## src/rtl/unified_mem_arbiter.sv

```systemverilog
// unified_mem_arbiter: shares one single-port memory between instruction fetch and load/store
module unified_mem_arbiter #(
    parameter int ADDR_W = 32,
    parameter int MAX_DSTREAK = 4
) (
    input  logic              clk,
    input  logic              rst_n,
    input  logic              if_req,
    input  logic [ADDR_W-1:0] if_addr,
    input  logic              if_kill,
    output logic              if_gnt,
    output logic              if_rvalid,
    output logic [31:0]       if_rdata,
    input  logic              d_req,
    input  logic              d_we,
    input  logic [2:0]        d_mode,
    input  logic [ADDR_W-1:0] d_addr,
    input  logic [31:0]       d_wdata,
    output logic              d_gnt,
    output logic              d_err,
    output logic              d_rvalid,
    output logic [31:0]       d_rdata,
    output logic              mem_req,
    output logic              mem_we,
    output logic [ADDR_W-1:0] mem_addr,
    output logic [3:0]        mem_be,
    output logic [31:0]       mem_wdata,
    input  logic              mem_gnt,
    input  logic              mem_rvalid,
    input  logic [31:0]       mem_rdata
);
    localparam int SW = $clog2(MAX_DSTREAK + 1);
    typedef enum logic [1:0] {IDLE, REQ, RESP} stateT;
    stateT state, stateNext;
    logic ownerD, killFlag, errPend, ifRvQ, dRvQ;
    logic arb, dWins, ifWins, dBad, start;
    logic [SW-1:0] streak;
    logic [2:0] mode;
    logic [1:0] lo;
    logic [31:0] rdQ, wdD, ext;
    logic [3:0] beD;
    logic [ADDR_W-1:0] selAddr;
    logic [7:0] byteSel;
    logic [15:0] halfSel;

    always_comb begin
        arb = state == IDLE && !errPend;
        dWins = arb && d_req && !(if_req && streak == SW'(MAX_DSTREAK));
        ifWins = arb && !dWins && if_req && !if_kill;
        dBad = d_mode == 3'b011 || d_mode[2:1] == 2'b11 || (d_mode[1:0] == 2'b01 && d_addr[0])
            || (d_mode[1:0] == 2'b10 && d_addr[1:0] != 2'b00);
        start = (dWins && !dBad) || ifWins;
        stateNext = state;
        case (state)
            IDLE: stateNext = start ? REQ : IDLE;
            REQ:  stateNext = mem_gnt ? (mem_we ? IDLE : RESP) : REQ;
            RESP: stateNext = mem_rvalid ? IDLE : RESP;
            default: stateNext = IDLE;
        endcase
    end

    always_ff @(posedge clk or negedge rst_n)
        if (!rst_n) state <= IDLE;
        else state <= stateNext;

    assign selAddr = dWins ? d_addr : if_addr;
    assign beD = !d_we ? 4'hF : d_mode[1:0] == 2'b00 ? 4'b0001 << d_addr[1:0]
               : d_mode[1:0] == 2'b01 ? 4'b0011 << {d_addr[1], 1'b0} : 4'hF;
    assign wdD = d_mode[1:0] == 2'b00 ? {4{d_wdata[7:0]}}
               : d_mode[1:0] == 2'b01 ? {2{d_wdata[15:0]}} : d_wdata;
    // lane select uses the byte offset captured at arbitration, not the live address
    assign byteSel = mem_rdata[{lo, 3'b000} +: 8];
    assign halfSel = lo[1] ? mem_rdata[31:16] : mem_rdata[15:0];
    assign ext = mode[1:0] == 2'b00 ? {{24{~mode[2] & byteSel[7]}}, byteSel}
               : mode[1:0] == 2'b01 ? {{16{~mode[2] & halfSel[15]}}, halfSel} : mem_rdata;

    always_ff @(posedge clk or negedge rst_n) begin
        if (!rst_n) begin
            ownerD <= 1'b0;
            killFlag <= 1'b0;
            errPend <= 1'b0;
            ifRvQ <= 1'b0;
            dRvQ <= 1'b0;
            streak <= '0;
            mode <= '0;
            lo <= '0;
            rdQ <= '0;
            mem_req <= 1'b0;
            mem_we <= 1'b0;
            mem_addr <= '0;
            mem_be <= '0;
            mem_wdata <= '0;
        end else begin
            ifRvQ <= 1'b0;
            dRvQ <= 1'b0;
            errPend <= dWins && dBad;
            if (arb)
                streak <= (!if_req || ifWins) ? '0
                        : (dWins && streak != SW'(MAX_DSTREAK)) ? streak + 1'b1 : streak;
            if (start) begin
                ownerD <= dWins;
                mem_req <= 1'b1;
                mem_we <= dWins && d_we;
                mem_addr <= selAddr & ~ADDR_W'(3);
                mem_be <= dWins ? beD : 4'hF;
                mem_wdata <= dWins ? wdD : '0;
                mode <= dWins ? d_mode : 3'b010;
                lo <= dWins ? d_addr[1:0] : 2'b00;
            end
            if (state == REQ && mem_gnt) mem_req <= 1'b0;
            if (state != IDLE && !ownerD && if_kill) killFlag <= 1'b1;
            // a kill arriving together with the read data still suppresses the response
            if (state == RESP && mem_rvalid) begin
                rdQ <= ext;
                ifRvQ <= !ownerD && !killFlag && !if_kill;
                dRvQ <= ownerD;
                killFlag <= 1'b0;
            end
        end
    end

    assign if_gnt = state == REQ && !ownerD && mem_gnt;
    assign d_gnt = (state == REQ && ownerD && mem_gnt) || errPend;
    assign d_err = errPend;
    assign if_rvalid = ifRvQ;
    assign d_rvalid = dRvQ;
    assign if_rdata = rdQ;
    assign d_rdata = rdQ;
endmodule

```

## config.mk

```make
export PLATFORM = sky130hd
export DESIGN_NAME = unified_mem_arbiter
export DESIGN_NICKNAME = d
export VERILOG_FILES = /design/src/rtl/unified_mem_arbiter.sv
export SDC_FILE = /design/constraint.sdc
export NUM_CORES = 1
export LEC_CHECK = 0
export ABC_AREA = 0
export CORE_UTILIZATION = 42
export CTS_CLUSTER_SIZE = 10
export DETAILED_ROUTE_END_ITERATION = 16
export PLACE_DENSITY = 0.91
export SYNTH_ARGS = -nofsm -noshare
export SYNTH_HDL_FRONTEND = slang
export SYNTH_SLANG_ARGS = --single-unit
```

## constraint.sdc

```tcl
create_clock -name clk -period 3 [get_ports clk]
set_clock_uncertainty 0.15 [all_clocks]
set_input_delay 0.3 -clock clk [delete_from_list [all_inputs] [get_ports clk]]
set_output_delay 0.3 -clock clk [all_outputs]
set_load 0.1 [all_outputs]
```

## Word-level counts from Yosys, hierarchy flattened

Cells that the tools add are included.

| storage, ports and cells | value |
|---|---|
| output and inout port bits | 139 |
| word-level logic and storage cells | 103 |
| register bits | 115 |
| input bits | 139 |

| cells by class | value |
|---|---|
| add/sub/neg operators | 1 |
| reduce and logical (&&, ||, !) cells | 46 |
| bitwise operators | 3 |
| equal/unequal tests | 9 |
| multiplexer cells | 26 |
| shifts and indexed selects | 3 |

Operators by type and width:

| cell | number |
|---|---|
| 32-bit two-way mux | 6 |
| 32-bit by 6-bit indexed part select with 8-bit output | 1 |
| 1-bit logical AND | 23 |
| 16-bit two-way mux | 1 |
| 4-bit two-way mux | 4 |
| 2-bit nonzero test | 5 |
| 3-bit two-way mux | 3 |
| 1-bit zero test | 8 |
| 2-bit two-way mux | 4 |
| 1-bit two-way mux | 7 |
| 2-bit by 1-bit equality test with 1-bit output (second input constant) | 3 |
| 2-bit equality test (second input constant) | 3 |
| 2-bit zero test | 3 |
| 1-bit logical OR | 6 |
| 2-bit one-hot mux with 3 select lines | 1 |
| 1-bit by 2-bit left shift with 4-bit output (first input constant) | 1 |
| 2-bit by 2-bit left shift with 4-bit output (first input constant) | 1 |
| 3-bit by 1-bit adder with 3-bit output (second input constant) | 1 |
| 3-bit by 2-bit equality test with 1-bit output (second input constant) | 1 |
| 3-bit equality test (second input constant) | 1 |
| 3-bit inequality test (second input constant) | 1 |
| 1-bit bitwise AND | 2 |
| 2-bit AND reduction | 1 |
| 1-bit inverter | 1 |

## Depth between registers and ports, before layout

| logic depth | value |
|---|---|
| depth after elaboration | 11 |
| depth in mapped cells | 8 |
| gate-level depth less buffers | 6 |

## Worst setup path before layout

OpenSTA, ideal clock, no wires.

| timing path | value |
|---|---|
| path type | register to output |
| from | register state[0] |
| to | output d_gnt |
| arrival time | 2.124 ns |
| data required time | 2.550 ns |
| stages on the path, launching flop included | 5 |
| path buffers | 0 |
| setup slack | 0.426 ns |
| path through | dfrtp_1 inv_1 nor2_1 nand2_1 o21bai_1 |

| between the ends | value |
|---|---|
| word-level cells in the longest chain between the ends | 4 |

Ends and longest elaborated chain:

| what | line | source |
|---|---|---|
| start: declaration | 34 | `stateT state, stateNext;` |
| start signal: assignment | 64 | `else state <= stateNext;` |
| 2-bit by 1-bit equality test with 1-bit output | 123 | `assign d_gnt = (state == REQ && ownerD && mem_gnt) \|\| errPend;` |
| 1-bit logical AND (2 in series) | 123 |  |
| 1-bit logical OR | 123 |  |
| end: declaration | 19 | `output logic d_gnt,` |

Every way passes these cells.

## Worst setup path after layout

| timing path | value |
|---|---|
| from | input d_addr[0] |
| to | register mem_addr[17] |

| between the ends | value |
|---|---|
| word-level cells in the longest chain between the ends | 6 |
| elaborated cells between the ends (all ways) | 8 |
| classes of those cells | reduce/logical: 8 |

Ends and longest elaborated chain:

| what | line | source |
|---|---|---|
| start: declaration | 17 | `input logic [ADDR_W-1:0] d_addr,` |
| 2-bit nonzero test / 1-bit logical AND (equally long branches) | 51, 50 |  |
| 1-bit logical AND / 1-bit logical OR (equally long branches) | 51, 50 |  |
| 1-bit logical OR * | 51 | `\|\| (d_mode[1:0] == 2'b10 && d_addr[1:0] != 2'b00);` |
| 1-bit zero test * | 52 | `start = (dWins && !dBad) \|\| ifWins;` |
| 1-bit logical AND * | 52 |  |
| 1-bit logical OR * | 52 |  |
| end signal: assignment | 104 | `mem_addr <= selAddr & ~ADDR_W'(3);` |
| end: declaration | 25 | `output logic [ADDR_W-1:0] mem_addr,` |

Every way passes the cells marked *; elsewhere a longest branch is shown, timed or not.
A chain may end at the register's enable or synchronous reset.

==> flow_metrics.tcl <==
set metrics [dict create \
    crit_path_start_kind "input pin" \
    rsz0062_at_grt "false" \
    seqCellArea_sq_um 2880 \
    layout-drive-gt1-share 0.339 \
    setup_tns_ps 0 \
    ys_seq_elements 115 \
    fin_nets 885 \
    rows 43 \
    fillCellCount 1119 \
    drcViolationCount 0 \
    min_period_ps 2310 \
    wl_mm 17.9 \
    io_buffers 273 \
    die_y_um 121 \
    postCtsSetupBuffers 0 \
    final_common_cell "buf_4" \
    grt_pass1_wl_mm 27.1 \
    finalSetupViolations 0 \
    syn_area_per_cell_sq_um 12.0 \
    criticalPathCategory "input pin to flip-flop" \
    syn_inst 501 \
    via_per_inst 5.35 \
    clk_latency_ps 410 \
    via_count 5007 \
    ys_seq_area_frac 0.480 \
    synth_area_sq_um 5990 \
    final_cell_mix "buf_4, clkdlybuf4s50_1, dfrtp_1" \
    multi_input_area_sq_um 2660 \
    hold_viol_final 0 \
    antennaDiodeCount 0 \
    io_pins 278 \
    critical_path.max_fanout 31 \
    postRouteAntennaNets 0 \
    fp.dieW_um 121 \
    gp_congestion 0.878 \
    cts_buffer_depth 2 \
    syn_to_final_growth_pct 47.9 \
    slew-limit-headroom 0.377 \
    clk_pin_slew_ps 50 \
    core-area_sq_um 13900 \
    worst_pin_slew_ps 931 \
    timing.fmax_mhz 432 \
    finalMaxSlewViolations 0 \
    dpl.hpwl_mm 13.2 \
    htree_levels 4 \
    holdBufCountCts 1 \
    initial_utilization 0.432 \
    first_pass_iters 4 \
    yosysWarnings 0 \
    root_buffer "clkbuf_16" \
    track_usage 0.245 \
    synth_area_leader_cell "dfrtp_1" \
    synth_area_leaders "dfrtp_1, mux2i_1, mux2_2" \
    grt_overflow 0 \
    numClockSinks 115 \
    hp-class "flip-flop to flip-flop" \
    die_area_sq_um 14800 \
    drtIter0Drc 295 \
    crit_path_end_kind "flip-flop" \
    cts-resized-gates 0 \
    synth_top_cell_area_share 0.480 \
    required_ps 3150 \
    grt_max_degree 64 \
    status "completed" \
    final.period_utilization 0.771 \
    ys_types 46 \
    worst_ep_arrival_time_ps 2460 \
    cts_tree "done" \
    first_global_vias 4918 \
    numCtsBuffers 17 \
    grt_antenna_before_repair 0 \
    wl_per_cell_um 19.2 \
    cap_violations 0 \
]
[cell usage after synthesis (all sizes together)]
| library cell | number |
|---|---|
| dfrtp | 115 |
| mux2 | 60 |
| buf | 51 |
| mux2i | 43 |
| nand2 | 30 |
| nor2 | 29 |
| a21oi | 24 |
| a22o | 21 |
| o21ai | 21 |
| o21a | 16 |
| o2bb2ai | 16 |
| clkbuf | 14 |
| a2bb2oi | 10 |
| mux4 | 8 |
| inv | 6 |
| nand3 | 4 |
| nor3 | 4 |
| nand2b | 3 |
| nand3b | 3 |
| ha | 2 |
| nor3b | 2 |
| nor4 | 2 |
| o21bai | 2 |
| a2111oi | 1 |
| a21boi | 1 |
| a31oi | 1 |
| a32o | 1 |
| and2 | 1 |
| and3b | 1 |
| conb | 1 |
| nand4b | 1 |
| o211a | 1 |
| o22a | 1 |
| o22ai | 1 |
| o31ai | 1 |
| o32a | 1 |
| or2 | 1 |
| or3 | 1 |
[cell families (layout without fill, tap and decap cells)]
family,Yosys count,after routing,synth area share
buffers and inverters,71,325,0.0776
and+or+nand+nor,82,82,0.0664
AOI/OAI and AO/OA,119,119,0.142
other,1,2,0.000626
DFF,115,115,0.480
adders and majority gates,2,2,0.00417
muxes,111,111,0.229
[per-layer routing]
layer | vias to the layer above | part of all wire | GRT usage
li1 | 2280 | - | -
met1 | 2469 | 0.40 | 0.309
met2 | 228 | 0.51 | 0.405
met3 | 30 | 0.069 | 0.0569
met4 | 0 | 0.022 | 0.0934
met5 | - | 0 | 0
[cell type report]
| class | instances | share of cell area |
|---|---|---|
| clock buffers | 21 | 0.0531 |
| well taps | 180 | 0.0254 |
| clock inverters | 10 | 0.00945 |
| repair buffers | 288 | 0.285 |
| flip-flops and latches | 115 | 0.325 |
| multi-input cells | 316 | 0.300 |
| inverters | 6 | 0.00254 |
[per-stage QoR]
step / cell area [sq um] / instances / util / hold WS, ps / setup slack, ps
floorplan: 6000 / 502 / - / -146 / 426
global placement: 8300 / 904 / 0.598 / 234 / 373
detailed placement: 8300 / 904 / 0.598 / 243 / 283
CTS: 8870 / 936 / 0.639 / 322 / 690
global route: 8870 / 936 / 0.639 / 352 / 548
finish: 8870 / 936 / 0.639 / 322 / 688
[final timing paths]
kind | from | to | slack (ps) | cells past startpoint
min reg2reg | killFlag$_DFFE_PN0P_ | if_rvalid$_DFF_PN0_ | 320 | 1
min in group asynchronous | rst_n | d_rdata[12]$_DFFE_PN0P_ | 340 | 2
max reg2reg | streak[0]$_DFFE_PN0P_ | mem_addr[17]$_DFFE_PN0P_ | 700 | 7
max in group asynchronous | rst_n | lo[1]$_DFFE_PN0P_ | 1570 | 3
max | d_addr[0] | mem_addr[17]$_DFFE_PN0P_ | 690 | 6
min | killFlag$_DFFE_PN0P_ | if_rvalid$_DFF_PN0_ | 320 | 1
[critical path, stage by stage]
cell	delay, ps
clkdlybuf4s50_1	610
nor4_4	420
o211a_1	240
o21a_2	250
buf_12	270
mux2_2	360
[registers in the layout, indices dropped and copies added, names as in the netlist, 2 cells and up]
signal and count:
streak 3, mode 3, lo 2, mem_be 4, state 2, d_rdata 32
mem_wdata 32, mem_addr 30
Power is not shown: default switching activity piles up to over one toggle a cycle in this logic, so the estimate is an artifact.
